### src/rtl/spi_slave_if.sv
// spi_slave_if: serial front end of the SPI memory slave.
// Deserializes MOSI command frames and serializes read data on MISO.
module spi_slave_if #(
  parameter int MEM_DEPTH = 256,
  localparam int ADDR_SIZE = $clog2(MEM_DEPTH),
  localparam int N = ADDR_SIZE + 2
) (
  input  logic                 clk,
  input  logic                 rst_n,
  input  logic                 SS_n,
  input  logic                 MOSI,
  output logic                 MISO,
  output logic [N-1:0]         rx_data,
  output logic                 rx_valid,
  input  logic [ADDR_SIZE-1:0] tx_data,
  input  logic                 tx_valid
);

  localparam int CW = $clog2(N) + 1;
  localparam int TW = $clog2(ADDR_SIZE) + 1;

  typedef enum logic [2:0] {
    IDLE     = 3'd0,
    RECV     = 3'd1,
    TX_WAIT1 = 3'd2,
    TX_WAIT2 = 3'd3,
    SEND     = 3'd4,
    DONE     = 3'd5
  } state_t;

  state_t               state;
  state_t               state_nx;
  logic [CW-1:0]        bit_cnt;
  logic [TW-1:0]        tx_cnt;
  logic [N-2:0]         rx_shift;
  logic [ADDR_SIZE-1:0] tx_shift;
  logic                 rx_last;
  logic                 tx_last;
  logic                 is_read;
  logic                 abort;

  assign rx_last = (bit_cnt == CW'(N - 1));
  assign tx_last = (tx_cnt == TW'(ADDR_SIZE));
  assign is_read = (rx_shift[N-2 -: 2] == 2'b11);
  assign abort   = (state != IDLE) && SS_n;

  always_ff @(posedge clk) begin
    if (!rst_n) begin
      state <= IDLE;
    end else begin
      state <= state_nx;
    end
  end

  always_comb begin
    state_nx = state;
    if (abort) begin
      state_nx = IDLE;
    end else begin
      unique case (state)
        IDLE:     if (!SS_n) state_nx = RECV;
        RECV:     if (rx_last) state_nx = is_read ? TX_WAIT1 : DONE;
        TX_WAIT1: state_nx = TX_WAIT2;
        TX_WAIT2: if (tx_valid) state_nx = SEND;
        SEND:     if (tx_last) state_nx = DONE;
        DONE:     state_nx = DONE;
        default:  state_nx = IDLE;
      endcase
    end
  end

  // tx_cnt counts MISO bits already driven in the current read
  always_ff @(posedge clk) begin
    if (!rst_n) begin
      MISO     <= 1'b0;
      rx_data  <= '0;
      rx_valid <= 1'b0;
      bit_cnt  <= '0;
      tx_cnt   <= '0;
      rx_shift <= '0;
      tx_shift <= '0;
    end else begin
      rx_valid <= 1'b0;
      if (abort) begin
        MISO <= 1'b0;
      end else begin
        unique case (state)
          IDLE: begin
            MISO     <= 1'b0;
            bit_cnt  <= '0;
            tx_cnt   <= '0;
            rx_shift <= '0;
          end
          RECV: begin
            rx_shift <= {rx_shift[N-3:0], MOSI};
            bit_cnt  <= bit_cnt + 1'b1;
            if (rx_last) begin
              rx_data  <= {rx_shift, MOSI};
              rx_valid <= 1'b1;
            end
          end
          TX_WAIT2: begin
            if (tx_valid) begin
              tx_shift <= tx_data;
              MISO     <= tx_data[ADDR_SIZE-1];
              tx_cnt   <= TW'(1);
            end
          end
          SEND: begin
            if (tx_last) begin
              MISO <= 1'b0;
            end else begin
              MISO     <= tx_shift[ADDR_SIZE-2];
              tx_shift <= {tx_shift[ADDR_SIZE-2:0], 1'b0};
              tx_cnt   <= tx_cnt + 1'b1;
            end
          end
          default: MISO <= 1'b0;
        endcase
      end
    end
  end

endmodule

### config.mk
export PLATFORM = sky130hd
export DESIGN_NAME = spi_slave_if
export DESIGN_NICKNAME = d
export VERILOG_FILES = /design/src/rtl/spi_slave_if.sv
export SDC_FILE = /design/constraint.sdc
export NUM_CORES = 1
export LEC_CHECK = 0
export ABC_CLOCK_PERIOD_IN_PS = 2670
export CELL_PAD_IN_SITES_DETAIL_PLACEMENT = 1
export CELL_PAD_IN_SITES_GLOBAL_PLACEMENT = 1
export CORE_UTILIZATION = 40
export DETAILED_ROUTE_END_ITERATION = 16
export PLACE_DENSITY_LB_ADDON = 0.15
export REMOVE_ABC_BUFFERS = 1
export SETUP_SLACK_MARGIN = 0.05
export SYNTH_ARGS = -nofsm -noshare
export SYNTH_HDL_FRONTEND = slang
export SYNTH_SLANG_ARGS = --single-unit
### constraint.sdc
create_clock -name clk -period 2.67 [get_ports clk]
set_clock_uncertainty 0.2 [all_clocks]
set_input_delay 0.267 -clock clk [delete_from_list [all_inputs] [get_ports clk]]
set_output_delay 0.267 -clock clk [all_outputs]
set_load 0.03 [all_outputs]
Yosys cells after proc, flatten, opt, wreduce, memory -nomap -nowiden
Index checks and enable logic that the tools add are counted.

storage, ports and cells
  register bits after elaboration = 40
  output and inout port bits = 12
  logic and storage cells = 58

operators by class
  add/sub/neg operators = 2
  equality and inequality tests = 13
  mux-type cells = 18
  bitwise gates (word level) = 3
  reductions and logical operators = 14

operators by type and width
  cell                                                  number
  one-hot mux 3 bit (6 select lines)                    1
  one-hot mux 9 bit (2 select lines)                    1
  2-to-1 mux 3 bit                                      5
  2-to-1 mux 7 bit                                      2
  one-hot mux 7 bit (2 select lines)                    1
  one-hot mux 4 bit (3 select lines)                    1
  AND reduction 4 bit                                   3
  != test 2 bit (second input constant)                 5
  one-hot mux 5 bit (2 select lines)                    1
  2-to-1 mux 4 bit                                      2
  equality test 3 x 2 -> 1 bit (second input constant)  2
  equality test 3 bit (second input constant)           2
  nonzero test 3 bit                                    2
  adder 5 x 1 -> 5 bit (second input constant)          1
  equality test 5 x 4 -> 1 bit (second input constant)  1
  adder 4 x 1 -> 4 bit (second input constant)          1
  equality test 4 bit (second input constant)           1
  AND reduction 2 bit                                   2
  nonzero test 2 bit                                    2
  equality test 3 x 1 -> 1 bit (second input constant)  1
  logical NOT 3 bit                                     1
  2-to-1 mux 1 bit                                      3
  inverter 1 bit                                        3
  one-hot mux 1 bit (3 select lines)                    1
  other kinds (5)                                       5

Depth between registers and ports, before layout
Gate-level depths: netlist (run 1).

  depth after elaboration = 4
  gate-level depth with buffers = 7
  gate-level depth less buffers = 6

Worst setup path after synthesis (run 1)
Ideal clock, no wire load.

  kind = reg2reg
  start = register tx_cnt[0]
  end = register tx_cnt[1]
  setup time = 0.070 ns
  data arrival time = 1.648 ns
  required time = 2.400 ns
  slack = 0.751 ns
  cell stages (with the launch flop) = 7
  buffers on the path = 0
  period minus slack after synthesis = 1.919 ns
  cell sequence = dfxtp_1 inv_1 ha_1 and3b_1 or3_4 or4_1 a21oi_1

on the way
  word-level cells in the longest chain between the ends = 3
  elaborated cells on any way between the ends = 6

ends and longest elaborated chain
  item                                                                              line     source
  start, declared                                                                   34       logic [TW-1:0] tx_cnt;
  start signal, assigned                                                            115      tx_cnt <= tx_cnt + 1'b1;
  adder 4 x 1 -> 4 bit / equality test 4 bit (equally long branches)                115, 43
  2-to-1 mux 4 bit / != test 2 bit (equally long branches)                          --
  one-hot mux 4 bit (3 select lines) / AND reduction 4 bit (equally long branches)  --

Several ways; a longest one is shown, not always the timed one. The select of a mux whose other input is x is not followed.
A chain may end at the register's enable or synchronous reset.

Worst setup path after layout (run 1)
Ends and elaborated chain as after synthesis.

==> results of run 1 <==
-- cells by family after synthesis --
family	Yosys count	share of synthesized area, %
AOI/OAI and AO/OA	60	21.9
xor gates and xnor gates	3	1.43
adders and majority gates	4	2.73
buffers and inverters	23	5.19
DFF	40	43.7
muxes	8	4.37
and+or+nand+nor	73	20.6
-- final cells by class --
| type | instances | area, µm² |
|---|---|---|
| Sequential cell | 40 | 801 |
| Multi-Input combinational cell | 148 | 942 |
| Tap cell | 52 | 65.1 |
| Inverter | 9 | 33.8 |
| Fill cell | 503 | 2140 |
| Timing Repair Buffer | 30 | 285 |
| Clock inverter | 2 | 38.8 |
| Clock buffer | 6 | 82.6 |
-- worst min-delay path by stage --
stage,from,end,slack (ps),depth (start not counted)
finish,rx_data[8],rx_data[8],270,2
global route,rx_data[6],rx_data[6],300,2
CTS,rx_data[8],rx_data[8],270,2
detailed placement,rx_data[5],rx_data[5],260,2
global placement,rx_data[4],rx_data[4],240,2
floorplan,SS_n,state[2],150,1
-- synth_stat cells, types with 2 or more instances --
| cell type | number | area [µm²] |
|---|---|---|
| o21ai_0 | 5 | 25.0 |
| a211oi_1 | 2 | 15.0 |
| nand4_1 | 4 | 25.0 |
| mux2i_1 | 8 | 80.1 |
| a311oi_1 | 6 | 52.6 |
| clkbuf_1 | 12 | 45.0 |
| nor4_1 | 2 | 12.5 |
| dfxtp_1 | 40 | 801 |
| xor2_1 | 3 | 26.3 |
| a21oi_1 | 24 | 120 |
| nor2_1 | 19 | 71.3 |
| nand2_1 | 16 | 60.1 |
| nor3_1 | 2 | 10.0 |
| a22oi_1 | 9 | 67.6 |
| nand3b_1 | 3 | 22.5 |
| ha_1 | 4 | 50.1 |
| nand3_1 | 15 | 75.1 |
| inv_1 | 8 | 30.0 |
-- worst reg2reg max path: cells and delay by family (launching register included) --
family / cells / cell delay [ps]
AND/OR/NAND/NOR: 3 / 980
flip-flops: 1 / 410
adder cells (fa/ha/maj): 1 / 210
AO/OA/AOI/OAI: 1 / 150
buffers and inverters: 1 / 60
-- stage by stage --
stage / setup TNS, ps / setup slack [ps] / total power [µW] / cells
global placement: 0 / 520 / 922 / 279
floorplan: -10540 / -796 / 835 / 197
detailed placement: 0 / 437 / 939 / 279
finish: 0 / 585 / 1460 / 287
global route: 0 / 418 / 1540 / 287
CTS: 0 / 567 / 1470 / 287
-- layer usage --
metal,track usage [%],up-vias,share of wire (%)
li1,-,814,-
met1,25.3,798,45
met2,35.1,29,51
met3,4.51,3,3.0
met4,6.22,0,0.70
met5,0,-,0
-- sequential cells by signal (all words and copies together), names as in the netlist --
register	cells
tx_cnt	4
bit_cnt	5
tx_shift	7
rx_valid	1
rx_data	10
rx_shift	9
MISO	1
state	3
-- power breakdown --
group / leakage, µW / switching (µW) / total, µW / internal, µW
sequential: 0.000323 / 41.5 / 658 / 616
combinational: 0.000415 / 154 / 267 / 112
clock: 0.0000614 / 232 / 538 / 306
total: 0.000799 / 428 / 1460 / 1030
==> results.md, run 1 <==
- The flow ran to the end, and the final reports show no timing, DRC or antenna violations.
- The number of antenna violations at the first check in global routing was 0.
- Hold timing on the final database bottoms out at a slack of 267 ps.
- The horizontal die dimension is 69.7 µm.
- The final weighted congestion in routability-driven placement is 0.831.
- Counting both buffers and inverters, the worst setup path holds a total of 1.
- The static power due to leakage is 0.000799 µW.
- The quantity of hold-fixing buffers added after cts is 0.
- The post-route netlist has 8.51% of its cells at a drive strength greater than 1.
- The worst pin sits at a relative slew slack of 52.6%.
- The count of cell instances traversed by the critical path is 6.
- The sequential area share after synthesis is 43.7%.
- The H-tree was split into 2 levels.
- In the layout the commonest cells are dfxtp_1 (40), a21oi_1 (24), clkdlybuf4s50_1 (24).
- The post-route cell area is 2250 µm².
- The startpoint of the worst-slack reg-to-reg timing path is tx_cnt[0].
- After clock tree synthesis, the clock-pin slew on the worst setup and hold paths is 90 ps.
- The clock drives 40 sinks.
- Global routing finished with a remaining overflow of 0.
- TritonCTS built the clock tree.
- The area after detailed placement is 2130 µm².
- STA puts the critical path data arrival time at 2110 ps.
- The critical path starts at tx_cnt[0].
- For the worst-skew pair, the clock arrives at the later sink with an insertion delay of 300 ps.
- In this run the worst setup path terminates at tx_cnt[1].
- The first TritonRoute pass finished after 4 iterations.
- The number of global-route vias before repair is 1733.
- The clock tree buffer depth is 2.
- In this run the power density over the cells is 651 nW/µm².
- STA classifies the critical path startpoint as a flop.
- The DRC violation total after the first TritonRoute iteration is 88.
- Wires add up to 4560 µm.
- 25 I/O pins were placed.
- The worst IR drop on VDD is 0.264 mV.
- Walking the worst path, the cells encountered are inv_1 > ha_1 > and3b_1 > or3_4 > or4_1 > a21oi_1.
- Max-cap violations in this run came to 0.
- The cell area after synthesis is 1830 µm².
- Across every metal layer, demand over resource in global routing totals 20.3%.
- The number of cells on the worst reg-to-reg path is 6.
- The routed via count is 1644.
- The count of nets left with antenna violations once routing finished came out at 0.
- The capturing element type of the critical path is a flop.
- The number of vias per cell is 5.73.
- The fraction of the cycle the final worst path needs is 78.1%.
- The most common cell after layout, fill and taps aside is dfxtp_1.
- The shortest clock period the worst path allows after layout is 2080 ps.
- The synthesized design contains 40 register bits.
- Setup repair after global routing left no endpoint under its margin.
- The critical path is of the reg -> reg type.
- During synthesis, Yosys emitted a total of 0 warnings.
- The floorplan die height is 69.7 µm.
- The largest driver fanout on the critical path is 5.
- The number of buffers inserted to repair setup after CTS is 0.
- In this run, synthesis inferred 0 flip-flops with an integrated enable.
- The global-route wire length before repair is 7960 µm.
- The total inserted antenna cells is 0.
- For this run, the slowest stage of the critical path takes 410 ps.
- Based on the critical path, the design can be clocked at up to 480 MHz.
- For the pin with the worst max-slew slack, the measured transition is 710 ps.
- The total count of hold-check failures in the final report is 0.
- The row count is 24.
- In the synthesized netlist the dominant register cell turns out to be dfxtp_1.
- The count of mapped cells out of synthesis is 211.
- The pin count of the biggest net entering global routing is 23.
- The count of buffers inserted at the top-level ports is 24.
- The synthesis-to-layout area growth is 22.7%.
- At the end of the flow the core is filled with cells to 51.3%.
- The clock tree root buffer cell is clkbuf_8.
- STA puts the critical path data required time at 2690 ps.
- The synthesized netlist contains 47 unique library cells.
- The gate family responsible for the most delay along the worst path is simple AND/OR/NAND/NOR gates.
- The per-cell routed wire length is 15.9 µm.
- Counting the buffers created by CTS gives 5.
- Dividing the synthesized area by the synthesized cell count gives 8.68 µm².
- The die area is 4850 µm².
- The HPWL after detailed placement is 3220 µm.
- The initial core utilization is 41.8%.
- In this run the critical register-to-register path is captured at tx_cnt[1].
- The final number of setup-violating endpoints is 0.
- For this run, design rule violations remaining after detail routing come to 0.
- The slowest stage cell on the critical path is dfxtp_1.
- The async set-reset flop share out of synthesis is 0%.
- For flop-to-flop paths, the worst setup slack is 590 ps.
- The type of the worst min-delay path is reg -> reg.
- The count of instances resized after the clock tree is built is 0.
- After the last flow step, the layout net total stands at 251.
- The final count of pins violating max slew was 0.
- The core region area is 4380 µm².
Power figures use the tool's default switching activity.
==> inputs of run 2 (changes only) <==
ABC_CLOCK_PERIOD_IN_PS = 2200   (was 2670)
clock period = 2.2 ns   (was 2.67 ns; I/O delays follow)
==> run 2 against run 1 <==
Combinational power is 30% higher. Clock-buffer cell count stayed put. Worst setup slack lost 460 ps. Final area increased by 1.6%. Global-route usage about the same. Critical path depth unchanged. Critical path type unchanged. Critical endpoint unchanged. Largest cell class unchanged.
==> results.md, run 2 (synthesized netlist as in run 1, its figures left out) <==
- The run finished with clean final reports.
- The repair_antennas step left the layout with diodes totalling 0.
- Summed over all nets, the half-perimeter wirelength after detailed placement is 3330 µm.
- Walking the worst path, the cells encountered are inv_1 > ha_1 > and3b_1 > or3_4 > or4_1 > a21oi_1.
- The total negative slack is 0 ps.
- The count of nets left with antenna violations once routing finished came out at 0.
- For the worst flop-to-flop path, the logic depth is 6.
- The number of global-route vias before repair is 1705.
- The first-pass iteration count of the detailed router is 4.
- The clock sink total is 40.
- By startpoint and endpoint, the worst setup path is classified as reg -> reg.
- The hold-critical path depth is 2.
- The worst slew slack as a fraction of its limit is 67.5%.
- Prior to clock tree synthesis, the placed netlist has a worst setup slack of 81.5 ps.
- The die area is 4850 µm².
- Once layout is complete, the utilization of the core stands at 52.1%.
- The final global-route overflow total is 0.
- The shortest clock period the worst path allows after layout is 2070 ps.
- Of all nets on the critical path, the largest fanout is 5.
- The power after layout is 1660 µW.
- After clock tree synthesis, the setup repair step added 0 buffers.
- The power density over cell area is 727 nW/µm².
- The required time at the worst-slack endpoint is 2230 ps.
- The final count of pins violating max slew is 0.
- The slowest stage cell on the critical path is or4_1.
- The pin count of the biggest net entering global routing is 22.
- Cells with a size suffix above 1 make up 11.5% of the layout.
- Setup repair after global routing left no endpoint under its margin.
- The number of antenna violations at the first check in global routing is 0.
- The worst path meets setup with 130 ps of slack.
- The routed via count is 1699.
- The number of placed I/O pins is 25.
- The number of flip-flops in the largest register is 10.
- The total count of hold-check failures in the final report came to 0.
- Counting the fill cells in the layout gives 511.
- The most common cell after layout, fill and taps aside is dfxtp_1.
- The per-cell routed wire length is 16.2 µm.
- The slew of the pin with the lowest slew margin is 484 ps.
- The floorplan die height is 69.7 µm.
- For this design the static power due to leakage is 0.000822 µW.
- The number of buffers created by CTS is 5.
- The maximum achievable frequency is 483 MHz.
- The quantity of hold-fixing buffers added after cts is 0.
- The largest registers in the layout are rx_data (10), rx_shift (9), tx_shift (7).
- Leaving out fill and tap cells, the most frequent cells in the layout are dfxtp_1 (40), a21oi_1 (24), clkdlybuf4s50_1 (24).
- In this run the horizontal extent of the chip is 69.7 µm.
- The combined global-route utilization of all metal layers is 20.3%.
- The worst IR drop on VDD is 0.395 mV.
- For this block, the initial DRC count from the detailed router was 91.
- Of the available clock period, the critical path in the final layout requires 94.1%.
- The number of vias per cell is 5.76.
- The total number of nets in the final design is 259.
- STA puts the critical path data arrival time at 2100 ps.
- The type of the worst min-delay path is reg -> reg.
- The type of element launching the critical path is a flop.
- Across all hold checks on the routed design, the worst slack comes to 261 ps.
- The initial core utilization is 41.8%.
- The area growth from synthesis to layout is 24.7%.
- The TritonCTS clock tree is yes.
- The row count is 24.
- The worst setup path is captured at a flop.
- The H-tree was split into 2 levels.
- The number of remaining DRC errors is 0.
- The core region is 4380 µm².
- Counting both buffers and inverters, the worst setup path holds a total of 1.
- The count of cell instances traversed by the critical path is 6.
- Counting flops per register, the top entry is rx_data.
- The clock latency reported for the late side of the worst-skew pair is 290 ps.
- Wires add up to 4790 µm.
- The count of instances resized after the clock tree is built is 0.
- The clock tree root buffer cell is clkbuf_8.
- The clock tree buffer depth is 2.
- The register clock-pin slew on the reported worst setup and hold paths is 90 ps.
- The gate family responsible for the most delay along the worst path is simple AND/OR/NAND/NOR gates.
- Buffers placed on the I/O ports in this run total 24.
- The congestion estimate from routability-driven global placement came to 0.851.
- The max-cap violation count is 0.
- In this design, the stage delay of the slowest critical-path cell is 420 ps.
- The global-route wire length before repair is 7840 µm.
- The final number of setup-violating endpoints is 0.
==> run 2: cell types whose count changed in the layout (fill, tap and decap cells not counted), sizes merged <==
cell,change
clkinvlp,+2
buf,+8
clkinv,-1
bufinv,-1
==> run 2: cell type report <==
class	instances	area, µm²	share of cell area, %
Tap cell	52	65.1	2.85
Clock inverter	2	15.0	0.657
Sequential cell	40	801	35.0
Timing Repair Buffer	38	345	15.1
Multi-Input combinational cell	148	942	41.2
Clock buffer	6	82.6	3.61
Inverter	9	33.8	1.48
==> run 2: worst paths after layout <==
path / from / endpoint / slack (ps)
hold / removal: rx_data[4] / rx_data[4] / 260
setup / recovery: tx_cnt[1] / tx_cnt[1] / 130
setup reg to reg: tx_cnt[1] / tx_cnt[1] / 130
hold reg to reg: rx_data[4] / rx_data[4] / 260
==> run 2: routing by layer <==
metal,wire length (µm),track usage (%)
met1,2170,24.9
met2,2360,34.6
met3,166,4.80
met4,96,7.56
met5,0,0
==> run 2: power breakdown <==
group	internal (µW)	switching (µW)	leakage, µW	total [µW]
Combinational	145	201	0.000456	346
Clock	254	266	0.0000434	520
Sequential	748	46.6	0.000323	795
Total	1150	514	0.000822	1660
==> run 2: stage by stage <==
step / instance area (µm²) / std cells
2_1_floorplan: 1770 / 197
3_3_place_gp: 2190 / 287
3_5_place_dp: 2190 / 287
4_1_cts: 2280 / 295
5_1_grt: 2280 / 295
6_report: 2280 / 295
==> run 2: worst reg2reg max path: stages (launching register included) <==
cell and delay [ps]:
dfxtp_1 400, inv_1 60, ha_1 190, and3b_1 200, or3_4 360, or4_1 420
a21oi_1 170
